[src/rtl/hazard_stall_unit_if.sv]
// rtl/hazard_stall_unit_if.sv - pipeline hazard signal bundle between datapath and stall unit
interface hazard_stall_unit_if;
  logic        idexmemread;
  logic [4:0]  idexrt;
  logic [4:0]  ifidrs;
  logic [4:0]  ifidrt;
  logic        ifidusesrt;
  logic        branchtaken;
  logic        exmemaccess;
  logic        dmemready;
  logic        pcwrite;
  logic        ifidwrite;
  logic        idexbubble;
  logic        ifidflush;
  logic        freeze;
  logic [1:0]  state;
  logic [15:0] stallcycles;
  logic [7:0]  flushcount;
  logic        memtimeout;

  modport master (
    output idexmemread, idexrt, ifidrs, ifidrt, ifidusesrt,
           branchtaken, exmemaccess, dmemready,
    input  pcwrite, ifidwrite, idexbubble, ifidflush, freeze,
           state, stallcycles, flushcount, memtimeout
  );

  modport slave (
    input  idexmemread, idexrt, ifidrs, ifidrt, ifidusesrt,
           branchtaken, exmemaccess, dmemready,
    output pcwrite, ifidwrite, idexbubble, ifidflush, freeze,
           state, stallcycles, flushcount, memtimeout
  );
endinterface

[src/rtl/hazard_stall_unit.sv]
// rtl/hazard_stall_unit.sv - load-use / branch / memory-wait stall control with statistics
module hazard_stall_unit (
  input  logic                  clock,
  input  logic                  reset,
  hazard_stall_unit_if.slave    bus
);

  typedef enum logic [1:0] {
    RUN     = 2'd0,
    LUSTALL = 2'd1,
    MEMWAIT = 2'd2,
    BRFLUSH = 2'd3
  } state_t;

  state_t      cur_state;
  logic [15:0] stall_cnt;
  logic [7:0]  flush_cnt;
  logic [7:0]  memwait_cnt;
  logic        timeout_flag;

  logic memstall;
  logic rt_match;
  logic loaduse;
  logic branch_flush;

  assign memstall = bus.exmemaccess & ~bus.dmemready;

  assign rt_match = (bus.idexrt == bus.ifidrs) |
                    (bus.ifidusesrt & (bus.idexrt == bus.ifidrt));

  // The bubble already inserted covers the hazard, so a repeat match while
  // stalled must not insert a second one.
  assign loaduse = bus.idexmemread & (bus.idexrt != 5'd0) & rt_match &
                   (cur_state != LUSTALL);

  // A frozen EX stage means a taken branch is not acted on yet.
  assign branch_flush = bus.branchtaken & ~memstall;

  always_comb begin
    bus.pcwrite    = 1'b1;
    bus.ifidwrite  = 1'b1;
    bus.idexbubble = 1'b0;
    bus.ifidflush  = 1'b0;
    bus.freeze     = 1'b0;
    if (reset) begin
      bus.pcwrite    = 1'b0;
      bus.ifidwrite  = 1'b0;
      bus.idexbubble = 1'b1;
      bus.ifidflush  = 1'b1;
    end else if (memstall) begin
      bus.freeze     = 1'b1;
      bus.pcwrite    = 1'b0;
      bus.ifidwrite  = 1'b0;
    end else if (bus.branchtaken) begin
      bus.ifidflush  = 1'b1;
      bus.idexbubble = 1'b1;
    end else if (loaduse) begin
      bus.pcwrite    = 1'b0;
      bus.ifidwrite  = 1'b0;
      bus.idexbubble = 1'b1;
    end
  end

  always_ff @(posedge clock) begin
    if (reset) begin
      cur_state    <= RUN;
      stall_cnt    <= 16'd0;
      flush_cnt    <= 8'd0;
      memwait_cnt  <= 8'd0;
      timeout_flag <= 1'b0;
    end else begin
      if (memstall)
        cur_state <= MEMWAIT;
      else if (bus.branchtaken)
        cur_state <= BRFLUSH;
      else if (loaduse)
        cur_state <= LUSTALL;
      else
        cur_state <= RUN;

      if (!bus.pcwrite && stall_cnt != 16'hFFFF)
        stall_cnt <= stall_cnt + 16'd1;

      if (branch_flush && flush_cnt != 8'hFF)
        flush_cnt <= flush_cnt + 8'd1;

      if (memstall) begin
        if (memwait_cnt != 8'hFF)
          memwait_cnt <= memwait_cnt + 8'd1;
        if (memwait_cnt == 8'hFE)
          timeout_flag <= 1'b1;
      end else begin
        memwait_cnt <= 8'd0;
      end
    end
  end

  assign bus.state       = cur_state;
  assign bus.stallcycles = stall_cnt;
  assign bus.flushcount  = flush_cnt;
  assign bus.memtimeout  = timeout_flag;

endmodule

[src/flat_wrapper.sv]
// flat-port wrapper written by rule: the top's interface ports become plain ports
module hazard_stall_unit_flat 
  (clock, reset, bus_idexmemread, bus_idexrt, bus_ifidrs, bus_ifidrt, bus_ifidusesrt, bus_branchtaken, bus_exmemaccess, bus_dmemready, bus_pcwrite, bus_ifidwrite, bus_idexbubble, bus_ifidflush, bus_freeze, bus_state, bus_stallcycles, bus_flushcount, bus_memtimeout);
  hazard_stall_unit_if bus_i ();
  input  logic clock;
  input  logic reset;
  input wire logic [$bits(bus_i.idexmemread)-1:0] bus_idexmemread;
  input wire logic [$bits(bus_i.idexrt)-1:0] bus_idexrt;
  input wire logic [$bits(bus_i.ifidrs)-1:0] bus_ifidrs;
  input wire logic [$bits(bus_i.ifidrt)-1:0] bus_ifidrt;
  input wire logic [$bits(bus_i.ifidusesrt)-1:0] bus_ifidusesrt;
  input wire logic [$bits(bus_i.branchtaken)-1:0] bus_branchtaken;
  input wire logic [$bits(bus_i.exmemaccess)-1:0] bus_exmemaccess;
  input wire logic [$bits(bus_i.dmemready)-1:0] bus_dmemready;
  output wire logic [$bits(bus_i.pcwrite)-1:0] bus_pcwrite;
  output wire logic [$bits(bus_i.ifidwrite)-1:0] bus_ifidwrite;
  output wire logic [$bits(bus_i.idexbubble)-1:0] bus_idexbubble;
  output wire logic [$bits(bus_i.ifidflush)-1:0] bus_ifidflush;
  output wire logic [$bits(bus_i.freeze)-1:0] bus_freeze;
  output wire logic [$bits(bus_i.state)-1:0] bus_state;
  output wire logic [$bits(bus_i.stallcycles)-1:0] bus_stallcycles;
  output wire logic [$bits(bus_i.flushcount)-1:0] bus_flushcount;
  output wire logic [$bits(bus_i.memtimeout)-1:0] bus_memtimeout;
  assign bus_i.idexmemread = bus_idexmemread;
  assign bus_i.idexrt = bus_idexrt;
  assign bus_i.ifidrs = bus_ifidrs;
  assign bus_i.ifidrt = bus_ifidrt;
  assign bus_i.ifidusesrt = bus_ifidusesrt;
  assign bus_i.branchtaken = bus_branchtaken;
  assign bus_i.exmemaccess = bus_exmemaccess;
  assign bus_i.dmemready = bus_dmemready;
  assign bus_pcwrite = bus_i.pcwrite;
  assign bus_ifidwrite = bus_i.ifidwrite;
  assign bus_idexbubble = bus_i.idexbubble;
  assign bus_ifidflush = bus_i.ifidflush;
  assign bus_freeze = bus_i.freeze;
  assign bus_state = bus_i.state;
  assign bus_stallcycles = bus_i.stallcycles;
  assign bus_flushcount = bus_i.flushcount;
  assign bus_memtimeout = bus_i.memtimeout;
  hazard_stall_unit u_core (.clock(clock), .reset(reset), .bus(bus_i));
endmodule
[config.mk]
export PLATFORM = sky130hd
export DESIGN_NAME = hazard_stall_unit_flat
export DESIGN_NICKNAME = d
export VERILOG_FILES = /design/src/rtl/hazard_stall_unit_if.sv /design/src/rtl/hazard_stall_unit.sv /design/src/flat_wrapper.sv
export SDC_FILE = /design/constraint.sdc
export NUM_CORES = 1
export LEC_CHECK = 0
export BUFFER_PORTS_ARGS = -buffer_cell sky130_fd_sc_hd__buf_2
export CAP_MARGIN = 10
export CORE_UTILIZATION = 51
export CTS_CLUSTER_DIAMETER = 30
export DETAILED_ROUTE_END_ITERATION = 8
export HOLD_SLACK_MARGIN = 0.05
export PLACE_DENSITY = 0.79
export SLEW_MARGIN = 40
export SYNTH_ARGS = -nofsm -noshare
export SYNTH_HDL_FRONTEND = slang
export SYNTH_SLANG_ARGS = --single-unit
[constraint.sdc]
create_clock -name clock -period 2.1 [get_ports clock]
set_input_delay 0.21 -clock clock [delete_from_list [all_inputs] [get_ports clock]]
set_output_delay 0.21 -clock clock [all_outputs]
set_load 0.01 [all_outputs]
==> metrics.cfg, run 1 <==
[sta]
max_slew.worst_pin.slew_ns=0.323
finalHoldViolations=0
skew_ns=0.0120
min_period_over_period=0.938
slew_headroom=0.785
fin_hold_ws_ns=0.177
fmax_mhz=508
finalSetupViolCount=0
finalWorstSetupSlack_ns=0.130
rsz0062_at_grt=no
final_max_slew_viol_count=0
finalSetupTns_ns=0
fin_crit_ns=1.97

[clock_tree]
post-cts-setup-buffers=0
ctsResizeCount=0
htree_levels=2
clk_latency_ns=0.34
clk_pin_slew_ns=0.11
holdBufCountCts=0
cts_tree=done
cts.sink_count=35
root_buffer=clkbuf_4
cts_buffer_depth=2
numCtsBuffers=5

[yosys]
avgSynthCellArea_um2=8.57
ys.flop_type=dfxtp_1
yosysWarningCount=0
async_reset_ff_frac=0
ys_types=44
syn_area_mm2=0.00184
ys_seq_area_frac=0.380
syn_inst=215
synth_edf_count=0
ys_seq_elements=35
synthesis.nets=241

[power_and_ir_drop]
ir_drop_uv=438
swShare=0.261
power_leakage_nw=0.900
pwr-share-clk=0.306
power_density_mw_per_mm2=548
p_comb_frac=0.138
p_seq_frac=0.557
p_int_mw=0.911
p_sw_mw=0.322

[drt]
drt_iter0_drc=89
route.met3.wl_um=159
wl_um=3940
dr.max_layer_used=met4
detail-route-antenna-nets=0
met2_length_um=1930
met1Wirelength_um=1820
viasPerCell=5.41
vias=1747
drc=0
post_drt_wl_per_cell_um=12.2
drtPass1Iterations=4

[final_layout]
instances_no_fill=323
layout-drive-gt1-share=0.296
final_nets=303
diodes=0
area_growth_syn_to_layout_pct=22.2
design_area_mm2=0.00225

[floorplanning]
core-area_mm2=0.00339
fp.dieArea_mm2=0.00386
ios=54
fp.dieW_um=62.1
die_h_um=62.1
rows=21
start_util=0.544

[placement]
place_congestion=0.836
place_area_mm2=0.00220
dp_worst_setup_slack_ns=-0.00309
dp_hpwl_um=2890
port_buffers=53
dp_cells=316

[job]
drv_cap=0

[global_routing]
grt_pass1_wl_um=6530
antenna_found_initial=0
first_global_vias=1535
track_usage=0.208
grt_overflow=0
grt_start_max_net_pins=31

[critical_path]
cp.arrival_ns=2.25
cp.required_ns=2.38
critical_path.max_fanout=11
critPathCaptureType=flop
worstSetupStartpointType=flop
critical_path_class=reg2reg
critPathLaunch=u_core.bus.stallcycles[0]
r2r-start=u_core.bus.stallcycles[0]

[outcome]
status=finished, final reports clean

[worst_hold_path]
hold_class=in2reg
hp-start=bus_branchtaken

==> kinds of logic after synthesis <==
kind of cell             Yosys count  synth area share
buffers and inverters             17            0.0468
AO/OA/AOI/OAI                     45             0.163
adder cells (fa/ha/maj)            4            0.0272
AND/OR/NAND/NOR                   88             0.253
multiplexers                       4            0.0251
XOR/XNOR                          22             0.105
flip-flops                        35             0.380
==> layout make-up <==
| class | count | area, µm² |
|---|---|---|
| Clock inverter | 1 | 5.00 |
| Multi-Input combinational cell | 163 | 1060 |
| Tap cell | 46 | 57.6 |
| Inverter | 7 | 26.3 |
| Fill cell | 303 | 1140 |
| Timing Repair Buffer | 65 | 355 |
| Sequential cell | 35 | 701 |
| Clock buffer | 6 | 51.3 |
==> sequential cells by signal, indices dropped and copies added (netlist names) <==
name,count
u_core.bus.stallcycles,16
u_core.bus.flushcount,8
u_core.memwait_cnt,8
u_core.bus.state,2
u_core.bus.memtimeout,1
==> worst max-delay path, cell delays in order (launching register included) <==
cell     delay (ns)
dfxtp_1        0.34
ha_1           0.21
nand2_1        0.10
nor2_1         0.06
a21oi_1        0.23
a31oi_4        0.11
buf_4          0.22
or4_1          0.50
a21oi_1        0.15
==> metrics by stage <==
stage	power (mW)	utilization
floorplan	0.804	-
global placement	0.868	0.648
detailed placement	0.871	0.648
CTS	1.25	0.664
global route	1.29	0.664
finish	1.23	0.664
==> synthesized netlist by cell type (all sizes together), types with 6 or more instances <==
cell type / instances / area share
dfxtp: 35 / 0.38
nor2: 24 / 0.050
a21oi: 17 / 0.046
xnor2: 16 / 0.076
nand3: 14 / 0.038
nand2: 12 / 0.024
nand4: 8 / 0.027
o21ai: 8 / 0.022
inv: 7 / 0.014
or3: 7 / 0.024
clkbuf: 6 / 0.012
or4: 6 / 0.024
xor2: 6 / 0.029
==> layout by cell type (no fill, tap or decap), drive strengths merged, types with 5 or more instances in the layout <==
cell / n
xnor2: 16
nand2: 12
buf: 65
clkbuf: 6
nor3: 5
or3: 7
o21ai: 8
inv: 7
a21oi: 17
nor2: 24
o31ai: 5
or4: 6
nand3: 14
dfxtp: 35
xor2: 6
nand4: 8
==> power groups by stage <==
| stage | Clock (mW) | Combinational (mW) | Sequential, mW |
|---|---|---|---|
| after floorplan | 0 | 0.0942 | 0.710 |
| after global placement | 0 | 0.166 | 0.702 |
| after global routing | 0.417 | 0.187 | 0.688 |
| after CTS | 0.390 | 0.171 | 0.687 |
| final | 0.377 | 0.170 | 0.687 |
| after detailed placement | 0 | 0.170 | 0.701 |
==> routing by layer <==
metal | vias up | GRT usage
li1 | 890 | -
met1 | 817 | 0.248
met2 | 36 | 0.365
met3 | 4 | 0.0551
met4 | 0 | 0.0610
met5 | - | 0
==> final timing paths <==
| kind | cells after the start | endpoint | slack (ns) |
|---|---|---|---|
| max | 8 | u_core.bus.stallcycles[8] | 0.13 |
| min | 3 | u_core.bus.state[1] | 0.18 |
| max reg2reg | 8 | u_core.bus.stallcycles[8] | 0.13 |
| min reg2reg | 2 | u_core.bus.stallcycles[8] | 0.51 |
(Power assumes the default switching activity.)
==> run 2, diff against run 1 <==
--- a/config.mk
+++ b/config.mk
@@ -10,6 +10,7 @@
 export CORE_UTILIZATION = 51
 export CTS_CLUSTER_DIAMETER = 30
 export DETAILED_ROUTE_END_ITERATION = 8
+export GPL_TIMING_DRIVEN = 0
 export HOLD_SLACK_MARGIN = 0.05
 export PLACE_DENSITY = 0.79
 export SLEW_MARGIN = 40
==> run 2 against run 1 <==
Against the previous run:
- sequential power is 1% higher
- clock skew is 0.0036 ns higher
- global-route usage is 0.75 points higher
- maximum frequency is 0.95% lower
- sequential cell count stayed put
- clock power is 9.8% higher
- first-iteration DRC count is 2.2% higher
==> metrics.cfg, run 2 (synthesized netlist as in run 1, its figures left out) <==
[sta]
final_max_slew_viol_count=0
fin_hold_ws_ns=0.167
min_period_over_period=0.947
fmax_mhz=503
skew_ns=0.0156
finalSetupViolCount=0
finalHoldViolations=0
fin_crit_ns=1.99
slew_headroom=0.634
max_slew.worst_pin.slew_ns=0.547

[final_layout]
layout-drive-gt1-share=0.318
largest_reg_flops=16
multi_input_area_mm2=0.00109
fillers=303
final_nets=305
ff_latch_area_um2=708
diodes=0
mostFrequentLayoutCell=buf_2
area_growth_syn_to_layout_pct=25.3
design_area_mm2=0.00231
final_cell_mix=buf_2 (53), dfxtp_1 (29), nor2_1 (22)
instances_no_fill=326
final_util=0.681

[clock_tree]
clk_pin_slew_ns=0.11
root_buffer=clkbuf_4
numCtsBuffers=5
cts.sink_count=35
cts_tree=done
clk_latency_ns=0.34
htree_levels=2
cts_buffer_depth=2
holdBufCountCts=0

[global_routing]
grt_overflow=0
grt_pass1_wl_um=6780
antenna_found_initial=0
grt_start_max_net_pins=11
first_global_vias=1558
track_usage=0.216

[floorplanning]
ios=54
core-area_mm2=0.00339
fp.dieArea_mm2=0.00386
start_util=0.544
die_h_um=62.1
rows=21
fp.dieW_um=62.1

[drt]
vias=1803
drt_iter0_drc=91
drtPass1Iterations=4
post_drt_wl_per_cell_um=12.5
drc=0
viasPerCell=5.53
wl_um=4060
detail-route-antenna-nets=0

[power_and_ir_drop]
power_density_mw_per_mm2=552
total_power_mw=1.27
power_leakage_nw=0.914
ir_drop_uv=354

[placement]
dp_cells=314
place_congestion=0.821
dp_hpwl_um=3050
port_buffers=53
place_area_mm2=0.00217

[critical_path]
crit_chain=nand4_1, nor3_4, nand2_1, a31oi_4, buf_6, buf_8, mux2i_1, nor2_1
critical_path.max_stage_delay_ns=0.39
cp.arrival_ns=2.19
critPathSlowestCell=dfxtp_2
critical_path_class=reg2reg
critical_path.max_fanout=10
critPathCaptureType=flop
cp.required_ns=2.31
worstSetupStartpointType=flop

[job]
drv_cap=0

[outcome]
status=finished, final reports clean

[worst_hold_path]
hold_class=in2reg

==> run 2: cell count changes in the layout (fill, tap and decap cells not counted), moves of 6 or more <==
cell,previous run,this run
dfxtp_2,0,6
buf_4,12,6
dfxtp_1,35,29
clkbuf_1,0,6
==> run 2: path summary, 6_finish.rpt <==
kind,slack [ns],cells past startpoint,startpoint,to
worst min-delay path,0.17,3,bus_branchtaken,u_core.bus.state[1]
worst min register to register,0.49,2,u_core.bus.stallcycles[8],u_core.bus.stallcycles[8]
worst max-delay path,0.11,8,u_core.bus.stallcycles[5],u_core.bus.stallcycles[1]
worst max register to register,0.11,8,u_core.bus.stallcycles[5],u_core.bus.stallcycles[1]
==> run 2: metal layers <==
metal / track usage / up-vias / part of all wire
met5: 0 / - / 0
met4: 0.0727 / 0 / 0.011
met3: 0.0515 / 5 / 0.045
met2: 0.386 / 48 / 0.50
met1: 0.251 / 849 / 0.44
li1: - / 901 / -
==> run 2: through the flow <==
step	setup WS (ns)	TNS, ns
finish	0.111	0
global route	-0.00549	-0.00549
CTS	0.00236	0
detailed placement	-0.0697	-0.182
global placement	-0.0507	-0.0936
floorplan	0.119	0
==> run 2: where the power goes <==
| group | switching (mW) | internal [mW] | leakage, nW | total [mW] |
|---|---|---|---|---|
| clock network | 0.216 | 0.197 | 0.0386 | 0.414 |
| registers | 0.0181 | 0.678 | 0.286 | 0.696 |
| logic | 0.0857 | 0.0794 | 0.590 | 0.165 |
==> run 2: layout make-up <==
class / instances / share of cell area
Multi-Input combinational cell: 163 / 0.472
Sequential cell: 35 / 0.307
Timing Repair Buffer: 58 / 0.131
Clock buffer: 8 / 0.0298
Tap cell: 46 / 0.0249
Buffer: 9 / 0.0244
Inverter: 7 / 0.0114
==> run 2: what timing repair did <==
action / CTS / global route
gates resized for setup: 2 / 11
gates cloned: 0 / 0
setup buffers: 0 / 5
endpoints found under the setup margin: 5 / 12
pin swaps: 1 / 3
==> run 2: critical path, delay by kind of cell (launching register included) <==
family / cells / cell delay, ns
and+or+nand+nor: 4 / 0.72
AOI/OAI and AO/OA: 1 / 0.25
DFF: 1 / 0.39
buffers and inverters: 2 / 0.32
muxes: 1 / 0.18
